File: config.mk
export PLATFORM = sky130hd
export DESIGN_NAME = dispatch_rat
export DESIGN_NICKNAME = d
export VERILOG_FILES = /design/src/rtl/dispatch_rat_pkg.sv /design/src/rtl/dispatch_rat_rat_table.sv /design/src/rtl/dispatch_rat.sv
export SDC_FILE = /design/constraint.sdc
export NUM_CORES = 1
export LEC_CHECK = 0
export BUFFER_PORTS_ARGS = -buffer_cell sky130_fd_sc_hd__buf_4
export CORE_AREA = 2 2 193 195
export DETAILED_ROUTE_END_ITERATION = 10
export DIE_AREA = 0 0 195 197
export PLACE_DENSITY = 0.79
export SLEW_MARGIN = 20
export SYNTH_ARGS = -nofsm -noshare
export SYNTH_HDL_FRONTEND = slang
export SYNTH_SLANG_ARGS = --single-unit
File: constraint.sdc
create_clock -name clk -period 3.17 [get_ports clk]
set_input_delay 0.634 -clock clk [delete_from_list [all_inputs] [get_ports clk]]
set_output_delay 0.634 -clock clk [all_outputs]
set_load 0.02 [all_outputs]
File: src/rtl/dispatch_rat_pkg.sv
// Shared definitions for the dispatch / register-alias stage.
// Contents: unit class codes, ROB tag width, RAT entry and source-resolution
// structs, and a helper that maps a unit class onto its one-hot RS select.
package dispatch_rat_pkg;

  localparam int unsigned TAG_W = 4;

  localparam logic [2:0] CLS_ALU = 3'd1;
  localparam logic [2:0] CLS_BU  = 3'd2;
  localparam logic [2:0] CLS_DUL = 3'd3;
  localparam logic [2:0] CLS_DUS = 3'd4;

  // One alias-table entry: busy = a ROB entry owns the register,
  // ready = that producer has already broadcast its result.
  typedef struct packed {
    logic             busy;
    logic             ready;
    logic [TAG_W-1:0] tag;
  } rat_entry_t;

  // Resolved source: busy = wait on CDB for tag, rob = read ROB at tag,
  // neither = read the architectural regfile.
  typedef struct packed {
    logic             busy;
    logic             rob;
    logic [TAG_W-1:0] tag;
  } src_info_t;

  // All-zero result marks an illegal class.
  function automatic logic [3:0] cls_onehot(input logic [2:0] cls);
    logic [3:0] sel;
    case (cls)
      CLS_ALU: sel = 4'b0001;
      CLS_BU:  sel = 4'b0010;
      CLS_DUL: sel = 4'b0100;
      CLS_DUS: sel = 4'b1000;
      default: sel = 4'b0000;
    endcase
    return sel;
  endfunction

endpackage

File: src/rtl/dispatch_rat_rat_table.sv
// Register alias table.
// Ports:
//   clk_i, rst_i, flush_i      clock, sync active-high reset, mispredict clear
//   rd1_addr_i/rd2_addr_i      source lookups -> rd1_o/rd2_o (resolved, with
//                              same-cycle CDB and commit bypass)
//   ren_en_i/ren_addr_i/ren_tag_i   rename write port
//   cdb_valid_i/cdb_tag_i      result broadcast, marks matching entries ready
//   cmt_valid_i/cmt_tag_i/cmt_rdst_i  commit, frees the entry if still owned
module rat_table
  import dispatch_rat_pkg::*;
#(
  parameter int unsigned NREG = 32
) (
  input  logic             clk_i,
  input  logic             rst_i,
  input  logic             flush_i,
  input  logic [4:0]       rd1_addr_i,
  input  logic [4:0]       rd2_addr_i,
  output src_info_t        rd1_o,
  output src_info_t        rd2_o,
  input  logic             ren_en_i,
  input  logic [4:0]       ren_addr_i,
  input  logic [TAG_W-1:0] ren_tag_i,
  input  logic             cdb_valid_i,
  input  logic [TAG_W-1:0] cdb_tag_i,
  input  logic             cmt_valid_i,
  input  logic [TAG_W-1:0] cmt_tag_i,
  input  logic [4:0]       cmt_rdst_i
);

  rat_entry_t rat_q [NREG];

  // Broadcasts are meaningless during a flush cycle.
  logic cdb_hit, cmt_hit;
  assign cdb_hit = cdb_valid_i & ~flush_i;
  assign cmt_hit = cmt_valid_i & ~flush_i;

  // Commit bypass wins over CDB bypass: once committed the value lives in
  // the regfile and the ROB slot is being released at this edge.
  function automatic src_info_t resolve(input logic [4:0] addr, input rat_entry_t e,
                                        input logic cdb_v, input logic [TAG_W-1:0] cdb_t,
                                        input logic cmt_v, input logic [TAG_W-1:0] cmt_t);
    src_info_t s;
    s = '0;
    if (addr != 5'd0 && e.busy) begin
      if (cmt_v && cmt_t == e.tag) begin
        s = '0;
      end else if (e.ready || (cdb_v && cdb_t == e.tag)) begin
        s.rob = 1'b1;
        s.tag = e.tag;
      end else begin
        s.busy = 1'b1;
        s.tag  = e.tag;
      end
    end
    return s;
  endfunction

  always_comb begin
    rd1_o = resolve(rd1_addr_i, rat_q[rd1_addr_i], cdb_hit, cdb_tag_i, cmt_hit, cmt_tag_i);
    rd2_o = resolve(rd2_addr_i, rat_q[rd2_addr_i], cdb_hit, cdb_tag_i, cmt_hit, cmt_tag_i);
  end

  // Per-entry priority: rename > commit > CDB. Entry 0 is never renamed.
  always_ff @(posedge clk_i) begin
    for (int i = 0; i < NREG; i++) begin
      if (rst_i || flush_i) begin
        rat_q[i] <= '0;
      end else if (ren_en_i && i != 0 && ren_addr_i == 5'(i)) begin
        rat_q[i] <= '{busy: 1'b1, ready: 1'b0, tag: ren_tag_i};
      end else if (cmt_hit && cmt_rdst_i == 5'(i) && rat_q[i].busy &&
                   rat_q[i].tag == cmt_tag_i) begin
        rat_q[i] <= '0;
      end else if (cdb_hit && rat_q[i].busy && rat_q[i].tag == cdb_tag_i) begin
        rat_q[i].ready <= 1'b1;
      end
    end
  end

endmodule

File: src/rtl/dispatch_rat.sv
// Dispatch stage: allocates a ROB tag, renames the destination in the RAT,
// resolves both sources and presents the instruction to one reservation
// station through a registered valid/ready stage.
// Ports:
//   clk, rst, flush                 clock, sync reset, mispredict recovery
//   dec_*                           decoded instruction in, dec_ready back
//   rob_free, rob_tag, rob_alloc    ROB allocation handshake
//   cdb_*, cmt_*                    result broadcast and in-order commit
//   rs_ready, rs_valid              per-class RS handshake (bit = class-1)
//   dsp_*                           registered instruction and resolved sources
module dispatch_rat #(
  parameter int unsigned TAG_W  = 4,
  parameter int unsigned DATA_W = 32,
  parameter int unsigned NREG   = 32
) (
  input  logic              clk,
  input  logic              rst,
  input  logic              flush,
  input  logic              dec_valid,
  input  logic [8:0]        dec_aluop,
  input  logic              dec_regw,
  input  logic [4:0]        dec_rsrc1,
  input  logic [4:0]        dec_rsrc2,
  input  logic [4:0]        dec_rdst,
  input  logic [DATA_W-1:0] dec_imm,
  input  logic [DATA_W-1:0] dec_pc,
  output logic              dec_ready,
  input  logic              rob_free,
  input  logic [TAG_W-1:0]  rob_tag,
  output logic              rob_alloc,
  input  logic              cdb_valid,
  input  logic [TAG_W-1:0]  cdb_tag,
  input  logic              cmt_valid,
  input  logic [TAG_W-1:0]  cmt_tag,
  input  logic [4:0]        cmt_rdst,
  input  logic [3:0]        rs_ready,
  output logic [3:0]        rs_valid,
  output logic [8:0]        dsp_op,
  output logic [DATA_W-1:0] dsp_imm,
  output logic [DATA_W-1:0] dsp_pc,
  output logic [TAG_W-1:0]  dsp_tag,
  output logic [4:0]        dsp_rdst,
  output logic              dsp_regw,
  output logic [4:0]        dsp_src1_reg,
  output logic [4:0]        dsp_src2_reg,
  output logic [TAG_W-1:0]  dsp_src1_tag,
  output logic [TAG_W-1:0]  dsp_src2_tag,
  output logic              dsp_src1_busy,
  output logic              dsp_src2_busy,
  output logic              dsp_src1_rob,
  output logic              dsp_src2_rob
);
  import dispatch_rat_pkg::*;

  logic [3:0]        rs_valid_q;
  logic [8:0]        op_q;
  logic [DATA_W-1:0] imm_q, pc_q;
  logic [TAG_W-1:0]  tag_q, src1_tag_q, src2_tag_q;
  logic [4:0]        rdst_q, src1_reg_q, src2_reg_q;
  logic              regw_q, src1_busy_q, src2_busy_q, src1_rob_q, src2_rob_q;

  logic [3:0] cls_sel;
  logic       out_valid, out_fire, fire_in, rename_en;
  src_info_t  src1, src2;

  always_comb begin
    cls_sel   = cls_onehot(dec_aluop[8:6]);
    out_valid = |rs_valid_q;
    out_fire  = |(rs_valid_q & rs_ready);
    dec_ready = !rst && !flush && rob_free && (!out_valid || out_fire);
    fire_in   = dec_valid && dec_ready;
    // Illegal classes are consumed but never reach the ROB or an RS.
    rob_alloc = fire_in && (cls_sel != 4'b0000);
    rename_en = rob_alloc && dec_regw && (dec_rdst != 5'd0);
  end

  rat_table #(
    .NREG (NREG)
  ) u_rat (
    .clk_i       (clk),
    .rst_i       (rst),
    .flush_i     (flush),
    .rd1_addr_i  (dec_rsrc1),
    .rd2_addr_i  (dec_rsrc2),
    .rd1_o       (src1),
    .rd2_o       (src2),
    .ren_en_i    (rename_en),
    .ren_addr_i  (dec_rdst),
    .ren_tag_i   (rob_tag),
    .cdb_valid_i (cdb_valid),
    .cdb_tag_i   (cdb_tag),
    .cmt_valid_i (cmt_valid),
    .cmt_tag_i   (cmt_tag),
    .cmt_rdst_i  (cmt_rdst)
  );

  always_ff @(posedge clk) begin
    if (rst) begin
      rs_valid_q  <= '0;
      op_q        <= '0;
      imm_q       <= '0;
      pc_q        <= '0;
      tag_q       <= '0;
      rdst_q      <= '0;
      regw_q      <= 1'b0;
      src1_reg_q  <= '0;
      src2_reg_q  <= '0;
      src1_tag_q  <= '0;
      src2_tag_q  <= '0;
      src1_busy_q <= 1'b0;
      src2_busy_q <= 1'b0;
      src1_rob_q  <= 1'b0;
      src2_rob_q  <= 1'b0;
    end else if (flush) begin
      rs_valid_q <= '0;
    end else if (rob_alloc) begin
      rs_valid_q  <= cls_sel;
      op_q        <= dec_aluop;
      imm_q       <= dec_imm;
      pc_q        <= dec_pc;
      tag_q       <= rob_tag;
      rdst_q      <= dec_rdst;
      regw_q      <= dec_regw;
      src1_reg_q  <= dec_rsrc1;
      src2_reg_q  <= dec_rsrc2;
      src1_tag_q  <= src1.tag;
      src2_tag_q  <= src2.tag;
      src1_busy_q <= src1.busy;
      src2_busy_q <= src2.busy;
      src1_rob_q  <= src1.rob;
      src2_rob_q  <= src2.rob;
    end else if (out_fire) begin
      rs_valid_q <= '0;
    end else if (cdb_valid) begin
      // A stalled instruction must still observe broadcasts for its sources.
      if (src1_busy_q && src1_tag_q == cdb_tag) begin
        src1_busy_q <= 1'b0;
        src1_rob_q  <= 1'b1;
      end
      if (src2_busy_q && src2_tag_q == cdb_tag) begin
        src2_busy_q <= 1'b0;
        src2_rob_q  <= 1'b1;
      end
    end
  end

  assign rs_valid      = rs_valid_q;
  assign dsp_op        = op_q;
  assign dsp_imm       = imm_q;
  assign dsp_pc        = pc_q;
  assign dsp_tag       = tag_q;
  assign dsp_rdst      = rdst_q;
  assign dsp_regw      = regw_q;
  assign dsp_src1_reg  = src1_reg_q;
  assign dsp_src2_reg  = src2_reg_q;
  assign dsp_src1_tag  = src1_tag_q;
  assign dsp_src2_tag  = src2_tag_q;
  assign dsp_src1_busy = src1_busy_q;
  assign dsp_src2_busy = src2_busy_q;
  assign dsp_src1_rob  = src1_rob_q;
  assign dsp_src2_rob  = src2_rob_q;

endmodule
==> results.ini <==
[status]
status = complete, no violations

[placed_design]
portBuffers = 227
gp_congestion = 1.010
dp.final_hpwl_mm = 42.39

[layout]
final_nets = 2104
multi_input_area_sq_um = 9597
layout_common_cells = buf_4, nand2_1, xor2_1
nFillCells = 2989
layout-drive-gt1-share_pct = 23.11
synthToLayoutAreaGrowth_pct = 19.02
layout_commonest_cell = buf_4
fin_util_pct = 59.22
register_area_sq_um = 7767
largest_reg_flops = 186
largest_register = u_rat.rat_q

[power]
p_per_area_nw_per_um2 = 427.9
combPwrFrac_pct = 15.0
clkPwrFrac_pct = 37.6
switching_share_pct = 27.43
ir_drop_uv = 433.3
p_int_mw = 6.667
p_sw_mw = 2.520
p_leak_nw = 8.587
seqPwrFrac_pct = 47.4

[clocking]
htreeDepth = 1
clock-sinks = 295
cts_tree = done
insertion_delay_ns = 0.60
path_clk_slew_ns = 0.06
cts.path.max_buffers = 3
cts_buffers = 31
ctsRootBufferMaster = clkbuf_16

[sta]
finalSetupTns_ns = 0
max_freq_mhz = 320.9
finalCriticalPeriod_ns = 3.116
worst_pin_slew_ns = 1.016
clock_skew_ns = 0.01701
setup_viol = 0
min_period_over_period_pct = 98.29
slew_headroom_pct = 32.26
finalHoldViolCount = 0
slew_viol_final = 0

[floorplan]
die_h_um = 197
dieArea_sq_um = 38420
rows = 70
die_x_um = 195
start_util_pct = 49.75
io_pins = 228
core_sq_um = 36260

[global_routing]
grt_usage_pct = 30.39
grt_max_degree = 102
gr-total-overflow = 0
antenna_found_initial = 1
grt_pass1_vias = 15000
grt_pass1_wl_mm = 89.89

[worst_setup_path]
path_depth = 6
slowest_delay_ns = 0.37
worstPathRequired_ns = 2.54
cpLargestDelayFamily = compound AO/OA/AOI/OAI gates
arrival_ns = 2.48
startpoint_type = register
critical_path.slowest_cell = dfxtp_1
path_cells = a22o_1 > o311ai_2 > nand2b_4 > clkinv_2 > buf_16 > buf_4
path_buf_inv = 3
end_kind = output pin
crit_type = register to output pin
ff2ff_setup_slack_ns = 0.32
reg2regPathDepth = 9
critPathMaxFanout = 101

[yosys]
ys_seq_area_share_pct = 43.06
synth_edf_count = 186
yosys_most_used_dff = edfxtp_1
syn_inst = 1760
synth_nets = 1877
ys_ff_latch = 295
async_reset_ff_share_pct = 0
syn_area_per_cell_sq_um = 10.25
yosys_warnings = 0
synth_area_sq_um = 18040
yosysUniqueCellTypes = 78

[worst_hold_path]
hold_path.class = input port to register
min_path_cells = 3

[routing]
ant_nets = 0
vias_per_cell = 6.112
route.detailed.drc = 0
num_vias = 15170
wire_per_inst_um = 23.90
firstDrtPassIters = 7
routed_wl_mm = 59.31
drtIter0Drc = 1702

[run]
maxCapViolCount = 0

cells in the mapped netlist, drive strengths merged, types with 8 or more instances:
cell type / n / share of area (%)
a21oi: 115 / 3.2
a22oi: 22 / 0.92
and2: 128 / 4.4
buf: 46 / 2.0
clkbuf: 85 / 1.8
dfxtp: 109 / 12
edfxtp: 186 / 31
mux2: 22 / 1.4
mux2i: 74 / 4.1
mux4: 50 / 6.4
nand2: 210 / 4.4
nand2b: 39 / 1.4
nand3: 13 / 0.36
nand3b: 19 / 0.79
nand4: 65 / 2.3
nor2: 94 / 2.0
nor2b: 24 / 0.85
nor3: 37 / 1.1
nor4: 34 / 1.3
o211ai: 15 / 0.62
or3: 8 / 0.28
xnor2: 72 / 3.5
xor2: 199 / 9.7
cells by family (layout without fill, tap and decap cells):
family	Yosys count	in the layout	share of synthesized area [%]
AND/OR/NAND/NOR	689	689	19.89
buffers and inverters	137	389	3.877
other	0	2	0
flip-flops	295	295	43.06
multiplexers	146	146	11.85
XOR/XNOR	271	271	13.16
AO/OA/AOI/OAI	222	222	8.170
final timing paths:
check | startpoint | end
setup reg to reg | rs_valid[0] | u_rat.rat_q[6][3]
setup / recovery | rs_valid[0] | rob_alloc
hold reg to reg | dsp_pc[3] | dsp_pc[3]
hold / removal | dec_imm[1] | dsp_imm[1]
stage by stage:
stage | std cells | hold WS [ns] | power (mW) | worst slack [ns] | area [sq um]
floorplan | 1760 | 0.5345 | 5.227 | 0.3053 | 18040
global route | 2480 | 0.2681 | 9.458 | -0.004272 | 21470
finish | 2482 | 0.2813 | 9.188 | 0.05423 | 21470
global placement | 2422 | 0.4418 | 5.742 | 0.04671 | 20490
CTS | 2480 | 0.2589 | 9.185 | 0.09604 | 21450
detailed placement | 2422 | 0.4478 | 5.773 | -0.02418 | 20490
worst min-delay path: stages:
cell,delay [ns]
buf_4,0.11
nand2_1,0.04
a21oi_1,0.05
area by class of cell:
class,count,area share [%]
clock buffer,34,3.665
sequential,295,36.18
antenna,2,0.02331
clock inverter,24,0.7983
inverter,6,0.1107
multi-input combinational,1328,44.69
tap,468,2.727
timing repair buffer,325,11.81
power by group through the flow:
| stage | sequential [mW] | combinational [mW] | clock [mW] |
|---|---|---|---|
| after global routing | 4.36 | 1.45 | 3.64 |
| after floorplan | 4.38 | 0.844 | 0 |
| final | 4.36 | 1.37 | 3.46 |
| after global placement | 4.42 | 1.32 | 0 |
| after CTS | 4.35 | 1.35 | 3.49 |
| after detailed placement | 4.43 | 1.35 | 0 |
timing repair:
action	in CTS	in global routing
hold buffers	0	0
resized for setup	0	3
buffers inserted	0	0
endpoints found under the setup margin	0	1
layer usage:
| metal | GRT usage [%] | routed length (um) | vias to the layer above |
|---|---|---|---|
| met1 | 39.45 | 23250 | 7357 |
| met2 | 49.35 | 27570 | 877 |
| met4 | 13.88 | 2648 | 0 |
| met5 | 0 | 0 | - |
| met3 | 5.989 | 5839 | 176 |
| li1 | - | - | 6761 |
No activity file was read; power rests on OpenSTA's default activity.
